==> config.mk <==
export PLATFORM = sky130hd
export DESIGN_NAME = disp_sched
export DESIGN_NICKNAME = d
export VERILOG_FILES = /design/src/rtl/disp_pkg.sv /design/src/rtl/disp_scan.sv /design/src/rtl/disp_sched.sv
export SDC_FILE = /design/constraint.sdc
export NUM_CORES = 1
export LEC_CHECK = 0
export BUFFER_PORTS_ARGS = -buffer_cell sky130_fd_sc_hd__buf_4
export CELL_PAD_IN_SITES_DETAIL_PLACEMENT = 0
export CELL_PAD_IN_SITES_GLOBAL_PLACEMENT = 1
export CORE_MARGIN = 1.5
export CORE_UTILIZATION = 33
export DETAILED_ROUTE_END_ITERATION = 8
export PLACE_DENSITY = 0.83
export SLEW_MARGIN = 20
export SYNTH_ARGS = -nofsm -noshare
export SYNTH_HDL_FRONTEND = slang
export SYNTH_SLANG_ARGS = --single-unit
==> constraint.sdc <==
create_clock -name clk -period 2.25 [get_ports clk]
set_input_delay 0.45 -clock clk [delete_from_list [all_inputs] [get_ports clk]]
set_output_delay 0.45 -clock clk [all_outputs]
set_load 0.01 [all_outputs]
==> src/rtl/disp_pkg.sv <==
// Shared display types, constants and the active-low 7-segment encoder used by the
// display scheduler and the downstream segment driver.
package disp_pkg;

  typedef logic [3:0][3:0] bcd4_t;

  localparam logic [3:0] BLANK_NIBBLE = 4'hF;
  localparam logic [3:0] AN_OFF       = 4'b1111;

  typedef enum logic {IDLE, SHOW} state_t;

  // Segment order {g,f,e,d,c,b,a}, active-low; nibbles A-F render dark.
  function automatic logic [6:0] seg7_encode(input logic [3:0] nib);
    logic [6:0] seg;
    case (nib)
      4'h0:    seg = 7'b1000000;
      4'h1:    seg = 7'b1111001;
      4'h2:    seg = 7'b0100100;
      4'h3:    seg = 7'b0110000;
      4'h4:    seg = 7'b0011001;
      4'h5:    seg = 7'b0010010;
      4'h6:    seg = 7'b0000010;
      4'h7:    seg = 7'b1111000;
      4'h8:    seg = 7'b0000000;
      4'h9:    seg = 7'b0010000;
      default: seg = 7'b1111111;
    endcase
    return seg;
  endfunction

endpackage

==> src/rtl/disp_scan.sv <==
// Digit scan timebase: slot counter, digit rotation, frame boundary pulse and the
// optional anode blanking window (enabled by defining DISP_SCHED_BLANK_EN).
module disp_scan #(
  parameter int SCAN_DIV     = 16384,
  parameter int BLANK_CYCLES = 256
) (
  input  logic       clk,
  input  logic       rst,
  output logic [1:0] digit_idx,
  output logic       frame_end,
  output logic       blank
);

  localparam int CW = (SCAN_DIV > 1) ? $clog2(SCAN_DIV) : 1;

`ifdef DISP_SCHED_BLANK_EN
  localparam logic BLANK_EN = 1'b1;
`else
  localparam logic BLANK_EN = 1'b0;
`endif

  logic [CW-1:0] slot_cnt;
  logic          slot_last;

  assign slot_last = (slot_cnt == CW'(SCAN_DIV - 1));

  always_ff @(posedge clk) begin
    if (rst) begin
      slot_cnt  <= '0;
      digit_idx <= 2'd0;
    end else if (slot_last) begin
      slot_cnt  <= '0;
      digit_idx <= digit_idx + 2'd1;
    end else begin
      slot_cnt  <= slot_cnt + CW'(1);
    end
  end

  assign frame_end = slot_last && (digit_idx == 2'd3);
  assign blank     = BLANK_EN && (slot_cnt < CW'(BLANK_CYCLES));

endmodule

==> src/rtl/disp_sched.sv <==
// Frame-coherent display owner arbitration (fixed priority, minimum dwell) and digit
// scan decode. Define DISP_SCHED_BLANK_EN to blank anodes at the start of every slot.
module disp_sched
  import disp_pkg::*;
#(
  parameter int N_REQ        = 4,
  parameter int SCAN_DIV     = 16384,
  parameter int BLANK_CYCLES = 256,
  parameter int MIN_DWELL    = 8
) (
  input  logic                clk,
  input  logic                rst,
  input  logic [N_REQ-1:0]    req,
  input  logic [N_REQ*16-1:0] req_data,
  output logic [N_REQ-1:0]    grant,
  output logic [3:0]          an,
  output logic [3:0]          digit_val,
  output logic [1:0]          digit_idx,
  output logic                frame_end
);

  localparam int IW = $clog2(N_REQ);
  localparam int DW = $clog2(MIN_DWELL + 2);

  state_t        state, state_n;
  logic [IW-1:0] owner, owner_n;
  logic [DW-1:0] dwell, dwell_n;
  bcd4_t         snapshot, snapshot_n;
  bcd4_t         req_words [N_REQ];
  logic          blank;
  logic          pend_any;
  logic [IW-1:0] pend_idx;

  disp_scan #(
    .SCAN_DIV     (SCAN_DIV),
    .BLANK_CYCLES (BLANK_CYCLES)
  ) u_scan (
    .clk       (clk),
    .rst       (rst),
    .digit_idx (digit_idx),
    .frame_end (frame_end),
    .blank     (blank)
  );

  for (genvar g = 0; g < N_REQ; g++) begin : g_words
    assign req_words[g] = req_data[16*g +: 16];
  end

  always_ff @(posedge clk) begin
    if (rst) begin
      state    <= IDLE;
      owner    <= '0;
      dwell    <= '0;
      snapshot <= {BLANK_NIBBLE, BLANK_NIBBLE, BLANK_NIBBLE, BLANK_NIBBLE};
    end else begin
      state    <= state_n;
      owner    <= owner_n;
      dwell    <= dwell_n;
      snapshot <= snapshot_n;
    end
  end

  always_comb begin
    pend_any   = |req;
    pend_idx   = '0;
    for (int i = N_REQ - 1; i >= 0; i--) begin
      if (req[i]) pend_idx = IW'(i);
    end
    state_n    = state;
    owner_n    = owner;
    dwell_n    = dwell;
    snapshot_n = snapshot;
    if (frame_end) begin
      case (state)
        IDLE: begin
          if (pend_any) begin
            state_n = SHOW;
            owner_n = pend_idx;
            dwell_n = '0;
          end
        end
        SHOW: begin
          if (!req[owner]) begin
            // Owner has let go: hand over immediately regardless of dwell.
            dwell_n = '0;
            if (pend_any) owner_n = pend_idx;
            else          state_n = IDLE;
          end else if ((dwell == DW'(MIN_DWELL)) && (pend_idx < owner)) begin
            owner_n = pend_idx;
            dwell_n = '0;
          end else if (dwell != DW'(MIN_DWELL)) begin
            dwell_n = dwell + DW'(1);
          end
        end
        default: state_n = IDLE;
      endcase
      // Refresh the displayed word every frame, even when the owner is retained.
      snapshot_n = (state_n == SHOW) ? req_words[owner_n]
                                     : {BLANK_NIBBLE, BLANK_NIBBLE, BLANK_NIBBLE, BLANK_NIBBLE};
    end
  end

  always_comb begin
    grant     = '0;
    an        = AN_OFF;
    digit_val = BLANK_NIBBLE;
    if (state == SHOW) begin
      grant[owner] = 1'b1;
      digit_val    = snapshot[digit_idx];
      if (!blank) an = ~(4'b0001 << digit_idx);
    end
  end

endmodule

==> results.py <==
metrics = {
    "logic_synthesis": {
        "ys_seq_area_share_pct": 30.39,
        "avgSynthCellArea_um2": 8.260,
        "syn-num-nets": 389,
        "syn_inst": 311,
        "synth_top_family_by_area": "simple AND/OR/NAND/NOR gates",
        "muxShareOfSynthArea_pct": 5.602,
        "synth_top_area_share_pct": 30.39,
        "synth_top_area_cell": "dfxtp_1",
        "synth_compound_area_share_pct": 24.65,
        "ys_warn_count": 0,
        "ys_seq_elements": 39,
        "synthTopCellsByArea": "dfxtp_1 30%, o21ai_0 7.0%, nor2_1 6.3%, o22a_1 5.1%, nand3b_1 5.0%",
        "synthAdderAreaFrac_pct": 3.897,
        "synth.cell_area_um2": 2569,
        "synth_cell_types": 47,
        "synthXorXnorAreaFrac_pct": 3.751,
        "synth-simple-area-share_pct": 25.38,
    },
    "timing": {
        "timing.fmax_mhz": 458.6,
        "hold_violations": 0,
        "min_period_ns": 2.181,
        "fin_crit_sh_pct": 96.92,
        "slew_violations": 0,
        "setup_violations": 0,
        "tightest_slew_ns": 0.3795,
        "fin_tns_setup_ns": 0,
        "setup_slack_ns": 0.06930,
        "rsz0062_at_grt": "true",
        "skew_ns": 0.009016,
        "relSlewSlack_pct": 74.47,
    },
    "layout": {
        "num_antenna_cells": 0,
        "nFillCells": 708,
        "drive_gt1_share_pct": 38.55,
        "seqCellArea_um2": 789.5,
        "nets": 505,
        "syn2layout_area_growth_pct": 45.93,
        "multi_input_area_um2": 1672,
    },
    "floorplan": {
        "dieArea_um2": 8322,
        "io_pins": 85,
        "fp.dieW_um": 91.23,
        "core_area_um2": 7408,
        "dieHeight_um": 91.23,
        "fp-row-count": 31,
        "start_util_pct": 34.67,
    },
    "place": {
        "dp_slack_ns": -0.2657,
        "place_congestion": 0.8621,
        "port-buffer-count": 84,
        "dp_hpwl_um": 5878,
    },
    "power_and_ir_drop": {
        "internal_power_mw": 1.117,
        "pwr-share-clk_pct": 36.4,
        "leakage_nw": 1.562,
        "ir_drop_v": 0.0002604,
        "power_switching_mw": 0.3828,
        "seq_power_share_pct": 46.5,
        "switching_share_pct": 25.52,
        "powerDensity_nw_per_um2": 400.1,
        "pwr-share-comb_pct": 17.1,
    },
    "clock_network": {
        "clk_path_buf_depth": 2,
        "htree_num_levels": 2,
        "cts_tree": "done",
        "cts_root_buf": "clkbuf_8",
        "cts_inserted_buffers": 5,
        "clk_latency_ns": 0.30,
        "cts.sinks": 39,
        "path_clk_slew_ns": 0.09,
    },
    "worst_setup_path": {
        "reg2reg_depth": 8,
        "cp_slowest_cell": "mux4_2",
        "cp_top_family": "multiplexers",
        "ff2ff_setup_slack_ns": 0.07,
        "end_kind": "register",
        "reg2reg_to": "snapshot[10]$_SDFFE_PP1P_",
        "crit_end": "snapshot[10]$_SDFFE_PP1P_",
        "timing.critical_path.buf_inv": 1,
        "cp_max_fo": 10,
        "crit_path_start_kind": "register",
        "crit_type": "register to register",
        "cp_cell_sequence": "mux4_2 > nand2_2 > a21o_2 > a21oi_4 > or2_1 > buf_4 > o22a_1 > a32oi_1",
        "worst_ep_arrival_time_ns": 2.39,
        "worst-path-stages": 8,
        "cp.required_ns": 2.46,
        "crit_path_start": "owner[1]$_SDFFE_PP0P_",
        "rr_startpoint": "owner[1]$_SDFFE_PP0P_",
        "max_stage_delay_ns": 0.56,
    },
    "route": {
        "vias": 2812,
        "drc": 0,
        "wire_per_inst_um": 15.39,
        "avgViaCountPerCell": 5.336,
        "finalWirelength_um": 8108,
        "ant_nets": 0,
        "drtPass1Iterations": 4,
        "drt_iter0_drc": 199,
    },
    "hold_path": {
        "min_path_type": "input port to register",
    },
    "global_routing": {
        "grt_pass1_vias": 2696,
        "grt_pass1_wl_um": 12960,
        "antenna_found_initial": 0,
        "grt_max_degree": 21,
        "grt-ovfl-total": 0,
        "grt_util_all_layers_pct": 19.46,
    },
    "run_status": {
        "outcome": "finished, final reports clean",
    },
    "run": {
        "maxCapViolCount": 0,
    },
}
==> kinds of logic (layout without fill, tap and decap cells) <==
group / after synthesis / in the layout
and+or+nand+nor: 128 / 128
muxes: 8 / 8
AOI/OAI and AO/OA: 87 / 87
DFF: 39 / 39
buffers and inverters: 30 / 147
adders and majority gates: 8 / 8
xor gates and xnor gates: 11 / 11
==> routing by layer <==
layer  up-vias  global-route usage (%)  share of wire, %
li1       1365                       -                 -
met1      1342                   25.69                45
met2        93                   32.09                47
met3        12                   2.680               6.0
met4         0                   7.292               2.0
met5         -                       0                 0
==> repair_timing <==
item,4_1_cts,5_1_grt
hold buffers,0,0
pin swaps,0,4
endpoints found under the setup margin,12,18
buffers inserted,2,6
resized for setup,2,11
==> registers in the layout, indices dropped and copies added (netlist names) <==
name	flops
snapshot	16
u_scan.slot_cnt	14
dwell	4
owner	2
u_scan.digit_idx	2
state	1
==> worst min-delay path, delay by kind of cell <==
family | cells | cell delay, ns
buffers and inverters | 1 | 0.11
AND/OR/NAND/NOR | 1 | 0.07
AO/OA/AOI/OAI | 1 | 0.05
==> worst min path at each step <==
stage,start,end,slack (ns),cells past startpoint
2_1_floorplan,u_scan.slot_cnt[0]$_SDFF_PP0_,u_scan.slot_cnt[0]$_SDFF_PP0_,0.46,1
3_3_place_gp,u_scan.slot_cnt[13]$_SDFF_PP0_,u_scan.slot_cnt[13]$_SDFF_PP0_,0.47,2
3_5_place_dp,u_scan.slot_cnt[13]$_SDFF_PP0_,u_scan.slot_cnt[13]$_SDFF_PP0_,0.48,2
4_1_cts,req_data[31],snapshot[15]$_SDFFE_PP1P_,0.42,3
5_1_grt,req_data[25],snapshot[9]$_SDFFE_PP1P_,0.43,3
6_report,req_data[31],snapshot[15]$_SDFFE_PP1P_,0.42,3
==> Yosys cell counts, drive strengths merged <==
cell and n:
a2111oi 1, a211o 1, a211oi 3, a21o 1, a21oi 8, a311oi 1, a31oi 1, a32oi 15
and2 3, and3 4, buf 13, clkbuf 6, dfxtp 39, ha 8, inv 11, mux2 1
mux2i 2, mux4 5, nand2 29, nand2b 4, nand3 6, nand3b 17, nand4 6, nor2 45
nor2b 2, nor3 4, nor4 2, o211ai 1, o21ai 36, o21bai 1, o221a 1, o221ai 1
o22a 15, o311ai 1, or2 3, or3 3, xnor2 3, xor2 8
==> power groups by stage <==
stage | Combinational [mW] | Clock, mW | Sequential, mW
final | 0.256 | 0.546 | 0.698
after global routing | 0.278 | 0.584 | 0.698
after CTS | 0.251 | 0.560 | 0.697
after detailed placement | 0.249 | 0 | 0.713
after global placement | 0.246 | 0 | 0.713
after floorplan | 0.0941 | 0 | 0.715
==> final cells by class <==
class | count | share of cell area, %
Sequential cell | 39 | 21.06
Tap cell | 99 | 3.304
Inverter | 11 | 1.101
Clock inverter | 1 | 0.2003
Multi-Input combinational cell | 242 | 44.59
Clock buffer | 7 | 2.570
Timing Repair Buffer | 128 | 27.17
==> per-stage QoR <==
step                      hold WS, ns  power [mW]  area, µm²  std cells  utilization, %
after floorplan                0.4555      0.8093       2585        311               -
after detailed placement       0.4836      0.9623       3526        511           47.59
after global placement         0.4735      0.9584       3526        511           47.59
after CTS                      0.4150       1.507       3661        521           49.42
after global routing           0.4254       1.560       3749        527           50.60
final                          0.4204       1.500       3749        527           50.60
==> cell usage in the layout (no fill, tap or decap), types with 5 or more instances in the layout <==
| master | instances |
|---|---|
| mux4_2 | 5 |
| nand3b_1 | 17 |
| a21oi_1 | 7 |
| o21ai_0 | 36 |
| nand3_1 | 6 |
| xor2_1 | 8 |
| nand2_1 | 28 |
| nor2_1 | 42 |
| inv_1 | 11 |
| o22a_1 | 15 |
| nand4_1 | 6 |
| buf_4 | 122 |
| dfxtp_1 | 34 |
| ha_1 | 7 |
| clkbuf_8 | 7 |
| a32oi_1 | 14 |
Note: power is estimated with default switching activity, not from simulation.
